### src/rtl/sigmoid_inverse_bisect.sv
// Bit-serial inverse sigmoid: 12-step bisection of Q1.12 y against a shift/add PLAN sigmoid, Q4.8 result.
// Optional SIGINV_EARLY_SAT_EN: saturated operands (y==0, y>=1.0) bypass the search.
module sigmoid_inverse_bisect #(
    parameter int unsigned XW = 12,
    parameter int unsigned YW = 13
) (
    input  logic          clk,
    input  logic          reset,
    input  logic          start,
    input  logic [YW-1:0] y_in,
    output logic          busy,
    output logic          valid_out,
    output logic [XW-1:0] x_out,
    output logic          sat_out
);

    localparam int unsigned KW = 4;
    localparam int unsigned PW = 14;
    localparam logic [PW-1:0] ONE = PW'(4096);

    typedef enum logic [1:0] {IDLE, SEARCH, DONE} state_t;

    state_t        state, state_n;
    logic [YW-1:0] y_r, y_n;
    logic [XW-1:0] u_r, u_n;
    logic [KW-1:0] k_r, k_n;
    logic          busy_n, valid_n, sat_n;
    logic [XW-1:0] x_n;

    logic [XW-1:0] trial_c, xc_c, a_c, u_keep_c;
    logic          neg_c, keep_c, sat_c;
    logic [PW-1:0] f_c, p_c;

    // PLAN sigmoid of the current trial code and the keep decision
    always_comb begin
        trial_c = u_r | (XW'(1) << k_r);
        xc_c    = {~trial_c[XW-1], trial_c[XW-2:0]};
        neg_c   = xc_c[XW-1];
        a_c     = neg_c ? (~xc_c + XW'(1)) : xc_c;
        if (a_c >= XW'(1280))
            f_c = ONE;
        else if (a_c >= XW'(608))
            f_c = PW'(a_c >> 1) + PW'(3456);
        else if (a_c >= XW'(256))
            f_c = (PW'(a_c) << 1) + PW'(2560);
        else
            f_c = (PW'(a_c) << 2) + PW'(2048);
        p_c = neg_c ? (ONE - f_c) : f_c;
        // PLAN dips just below |x|=2.375; clamp to the value reached past the dip so the
        // search stays monotone and lands on the largest x with P(x) <= y.
        if (!neg_c && (a_c < XW'(608)) && (p_c > PW'(3760)))
            p_c = PW'(3760);
        if (neg_c && (a_c >= XW'(608)) && (a_c < XW'(640)) && (p_c > PW'(322)))
            p_c = PW'(322);
        keep_c   = PW'(y_r) >= p_c;
        u_keep_c = keep_c ? trial_c : u_r;
        sat_c    = (y_r == '0) || (PW'(y_r) >= ONE);
    end

    // Next-state and next-output logic
    always_comb begin
        state_n = state;
        y_n     = y_r;
        u_n     = u_r;
        k_n     = k_r;
        busy_n  = busy;
        valid_n = 1'b0;
        x_n     = x_out;
        sat_n   = sat_out;
        unique case (state)
            IDLE: begin
                if (start) begin
                    y_n     = y_in;
                    u_n     = '0;
                    k_n     = KW'(XW - 1);
                    busy_n  = 1'b1;
                    state_n = SEARCH;
`ifdef SIGINV_EARLY_SAT_EN
                    if ((y_in == '0) || (PW'(y_in) >= ONE)) begin
                        u_n     = (y_in == '0) ? XW'(12'h300) : XW'(12'hFFF);
                        state_n = DONE;
                    end
`endif
                end
            end
            SEARCH: begin
                u_n = u_keep_c;
                k_n = k_r - KW'(1);
                if (k_r == '0) begin
                    state_n = DONE;
                    busy_n  = 1'b0;
                    valid_n = 1'b1;
                    x_n     = {~u_keep_c[XW-1], u_keep_c[XW-2:0]};
                    sat_n   = sat_c;
                end
            end
            DONE: begin
                state_n = IDLE;
`ifdef SIGINV_EARLY_SAT_EN
                // Early-saturation entry arrives with busy still set: publish, then hold DONE one cycle
                if (busy) begin
                    state_n = DONE;
                    busy_n  = 1'b0;
                    valid_n = 1'b1;
                    x_n     = {~u_r[XW-1], u_r[XW-2:0]};
                    sat_n   = sat_c;
                end
`endif
            end
            default: state_n = IDLE;
        endcase
    end

    always_ff @(posedge clk or posedge reset) begin
        if (reset) begin
            state     <= IDLE;
            y_r       <= '0;
            u_r       <= '0;
            k_r       <= '0;
            busy      <= 1'b0;
            valid_out <= 1'b0;
            x_out     <= '0;
            sat_out   <= 1'b0;
        end else begin
            state     <= state_n;
            y_r       <= y_n;
            u_r       <= u_n;
            k_r       <= k_n;
            busy      <= busy_n;
            valid_out <= valid_n;
            x_out     <= x_n;
            sat_out   <= sat_n;
        end
    end

endmodule

### config.mk
export PLATFORM = sky130hd
export DESIGN_NAME = sigmoid_inverse_bisect
export DESIGN_NICKNAME = d
export VERILOG_FILES = /design/src/rtl/sigmoid_inverse_bisect.sv
export SDC_FILE = /design/constraint.sdc
export NUM_CORES = 1
export LEC_CHECK = 0
export CELL_PAD_IN_SITES_DETAIL_PLACEMENT = 1
export CELL_PAD_IN_SITES_GLOBAL_PLACEMENT = 1
export CORE_AREA = 3 3 82 123
export DETAILED_ROUTE_END_ITERATION = 12
export DIE_AREA = 0 0 85 126
export GPL_TIMING_DRIVEN = 1
export PLACE_DENSITY = 0.92
export SKIP_CTS_REPAIR_TIMING = 1
export SLEW_MARGIN = 0
export SYNTH_ARGS = -nofsm -noshare
export SYNTH_HDL_FRONTEND = slang
export SYNTH_SLANG_ARGS = --single-unit
### constraint.sdc
create_clock -name clk -period 11.7 [get_ports clk]
set_input_delay 1.17 -clock clk [delete_from_list [all_inputs] [get_ports clk]]
set_output_delay 1.17 -clock clk [all_outputs]
set_load 0.005 [all_outputs]
==> flow_results.xml <==
<?xml version="1.0" encoding="UTF-8"?>
<metrics>
  <group name="place">
    <metric name="place.port_buffers" unit="">30</metric>
    <metric name="dpl.hpwl" unit="um">11800</metric>
    <metric name="dp_slack" unit="ps">2530</metric>
    <metric name="place_inst" unit="">655</metric>
    <metric name="gpl.final_weighted_congestion" unit="">0.937</metric>
  </group>
  <group name="sta">
    <metric name="finalHoldViolations" unit="">0</metric>
    <metric name="setup-violations-final" unit="">0</metric>
    <metric name="maxSlewHeadroom" unit="">0.142</metric>
    <metric name="unrepaired_setup_endpoints_after_global_routing" unit="">false</metric>
    <metric name="max_clock_freq" unit="MHz">107</metric>
    <metric name="timing.clock.skew" unit="ps">8.80</metric>
    <metric name="finalSetupTns" unit="ps">0</metric>
    <metric name="final.min_clock_period" unit="ps">9320</metric>
    <metric name="final-max-slew-violation-count" unit="">0</metric>
    <metric name="timing.final.ws_setup" unit="ps">2380</metric>
    <metric name="final.period_utilization" unit="">0.797</metric>
    <metric name="worstMarginPinSlew" unit="ps">1250</metric>
  </group>
  <group name="clocking">
    <metric name="root_buffer" unit="">clkbuf_16</metric>
    <metric name="insertion_delay" unit="ps">290</metric>
    <metric name="cts_buffer_depth" unit="">2</metric>
    <metric name="total_number_of_h_tree_levels" unit="">2</metric>
    <metric name="clkSlewWorstSetupHoldPaths" unit="ps">50</metric>
    <metric name="cts-buffers-inserted" unit="">5</metric>
    <metric name="tritoncts_clock_tree" unit="">built</metric>
    <metric name="clock-sinks" unit="">46</metric>
  </group>
  <group name="synth">
    <metric name="async_flop_share" unit="">1.00</metric>
    <metric name="syn_area" unit="um^2">4410</metric>
    <metric name="synth_top_cell_area_share" unit="">0.261</metric>
    <metric name="avg_synthesized_cell_area" unit="um^2">8.26</metric>
    <metric name="synthTopCellsByArea" unit="">dfrtp_1 26%, nand2_1 7.7%, ha_1 7.4%, a21oi_1 4.3%, nor2_1 3.7%</metric>
    <metric name="synth_flop_cell" unit="">dfrtp_1</metric>
    <metric name="yosys_register_bits" unit="">46</metric>
    <metric name="synth.largest_area_cell" unit="">dfrtp_1</metric>
    <metric name="synth.yosys.warnings" unit="">0</metric>
    <metric name="post_synth_num_cell_types" unit="">90</metric>
    <metric name="post_synth_inst_count" unit="">534</metric>
    <metric name="synth_sequential_area_ratio" unit="">0.261</metric>
    <metric name="synth_enable_flop_cells" unit="">0</metric>
    <metric name="synth_nets" unit="">576</metric>
  </group>
  <group name="setup_path">
    <metric name="slowest_delay" unit="ps">670</metric>
    <metric name="path_buf_inv" unit="">3</metric>
    <metric name="worstRegToRegCells" unit="">39</metric>
    <metric name="worstSetupPathDepth" unit="">39</metric>
    <metric name="worst-path-max-fanout" unit="">11</metric>
    <metric name="setup.worst_path.start_class" unit="">flop</metric>
    <metric name="critical-path-slowest-cell" unit="">or4_1</metric>
    <metric name="path_delay_family" unit="">simple AND/OR/NAND/NOR gates</metric>
    <metric name="critPathKind" unit="">reg -&gt; reg</metric>
    <metric name="timing.critical_path.arrival" unit="ps">9440</metric>
    <metric name="crit_path_required_time" unit="ps">11820</metric>
    <metric name="cp_common_cell" unit="">a21o_1</metric>
    <metric name="critical_path.endpoint_type" unit="">flop</metric>
  </group>
  <group name="cells_and_area">
    <metric name="fraction_of_layout_cells_with_a_size_suffix_above_1" unit="">0.0980</metric>
    <metric name="area_growth" unit="%">11.3</metric>
    <metric name="stdcell_count" unit="">663</metric>
    <metric name="final_net_count" unit="">592</metric>
    <metric name="fill_cells" unit="">1094</metric>
    <metric name="number_of_diodes" unit="">0</metric>
  </group>
  <group name="grt">
    <metric name="grt_pass1_wl" unit="um">25800</metric>
    <metric name="first_global_vias" unit="">4831</metric>
    <metric name="grt_usage" unit="">0.302</metric>
    <metric name="grt_max_degree" unit="">47</metric>
    <metric name="antenna_found_initial" unit="">0</metric>
    <metric name="overflow" unit="">0</metric>
  </group>
  <group name="run_status">
    <metric name="status" unit="">finished clean</metric>
  </group>
  <group name="detailed_routing">
    <metric name="num_vias" unit="">4505</metric>
    <metric name="wl_per_cell" unit="um">23.6</metric>
    <metric name="vias_per_cell" unit="">6.79</metric>
    <metric name="totalWireLength" unit="um">15600</metric>
    <metric name="post-route-drc-count" unit="">0</metric>
    <metric name="antenna_violating_nets_post_route" unit="">0</metric>
    <metric name="detailedRoute.firstPassIterationCount" unit="">6</metric>
    <metric name="drt-initial-drc-count" unit="">288</metric>
  </group>
  <group name="die">
    <metric name="rows" unit="">43</metric>
    <metric name="core_region_area" unit="um^2">9200</metric>
    <metric name="die_x" unit="um">85</metric>
    <metric name="boundaryPins" unit="">31</metric>
    <metric name="floorplan.initialDensity" unit="">0.479</metric>
    <metric name="die_h" unit="um">126</metric>
    <metric name="die_area" unit="um^2">10700</metric>
  </group>
  <group name="job">
    <metric name="timing.max_cap.violations" unit="">0</metric>
  </group>
  <group name="worst_hold_path">
    <metric name="whs_path_depth" unit="">2</metric>
    <metric name="hold_path.class" unit="">reg -&gt; reg</metric>
  </group>
</metrics>
-- worst paths after layout --
| kind | from | endpoint | slack, ps |
|---|---|---|---|
| worst max-delay path | k_r[0] | u_r[5] | 2380 |
| worst min-delay path | x_out[8] | x_out[8] | 480 |
| worst max register to register | k_r[0] | u_r[5] | 2380 |
| worst min register to register | x_out[8] | x_out[8] | 480 |
| max in group asynchronous | reset | x_out[8] | 9610 |
| min in group asynchronous | reset | y_r[5] | 1470 |
-- routing by layer --
layer  track usage  vias up  share of wire
met5             0        -              0
met4         0.165        0          0.058
met3        0.0255       61          0.033
met2         0.550      178           0.54
met1         0.338     2253           0.37
li1              -     2013              -
-- stage by stage --
stage          area [um^2]   util  hold WS (ps)
2_1_floorplan         4410      -           463
3_3_place_gp          4750  0.516           461
3_5_place_dp          4750  0.516           476
4_1_cts               4910  0.534           488
5_1_grt               4910  0.534           535
6_report              4910  0.534           483
-- registers in the layout, summed over array words and instances (netlist names) --
| signal | count |
|---|---|
| busy | 1 |
| sat_out | 1 |
| y_r | 13 |
| u_r | 12 |
| x_out | 12 |
| state | 2 |
| valid_out | 1 |
| k_r | 4 |
-- logic make-up (layout without fill, tap and decap cells) --
logic type      Yosys count  after routing  share of synthesized area
compound gates          170            170                      0.304
xor+xnor                 22             22                     0.0471
fa+ha+maj                26             26                     0.0738
buf+inv                  39             56                     0.0406
flops                    46             46                      0.261
mux                       6              6                     0.0142
simple gates            225            225                      0.259
-- worst register-to-register path, delay by kind of cell (launching register included) --
kind	cells	cell delay [ps]
compound gates	16	3020
fa+ha+maj	5	1420
buf+inv	3	450
flops	1	450
simple gates	14	3400
xor+xnor	1	420
-- synthesized netlist by cell type, drive strengths merged, types with 4 or more instances --
cell type	number
a211o	5
a211oi	6
a21o	18
a21oi	40
a22oi	4
a311o	4
a31oi	13
a32o	4
and4	5
buf	12
clkbuf	11
dfrtp	46
ha	26
inv	15
mux2i	4
nand2	92
nand2b	6
nand3	6
nand4	9
nor2	47
nor3	25
nor4	9
o21ai	32
o22ai	5
o31ai	4
or3	4
xnor2	14
xor2	8
-- final cells by class --
cell class,count,area (um^2),area share
multi-input cells,449,3080,0.627
well taps,112,140,0.0285
flip-flops and latches,46,1150,0.234
inverters,16,61.3,0.0125
repair buffers,32,315,0.0642
clock buffers,7,133,0.0270
clock inverters,1,30.0,0.00611
-- placed cells by master (no fill, tap or decap), types with 5 or more instances in the layout --
cell type        synthesis  routed
clkbuf_16                0       5
nand4_1                  9       9
inv_1                   14      13
o22ai_1                  5       5
clkdlybuf4s50_1          0      30
a21o_1                  18      18
xor2_1                   8       8
dfrtp_1                 46      46
a211o_1                  5       5
nor3_1                  24      24
ha_1                    26      26
a21oi_1                 38      38
xnor2_1                 12      12
nor2_1                  43      43
a31oi_1                 10      10
o21ai_1                  9       9
o21ai_0                 21      21
nand2_1                 90      90
nand3_1                  6       6
nand2b_1                 5       5
nor4_1                   7       7
Power is left out: the tool's default activity adds up to more than one toggle a clock period on the data nets, which glitch-free logic cannot reach.
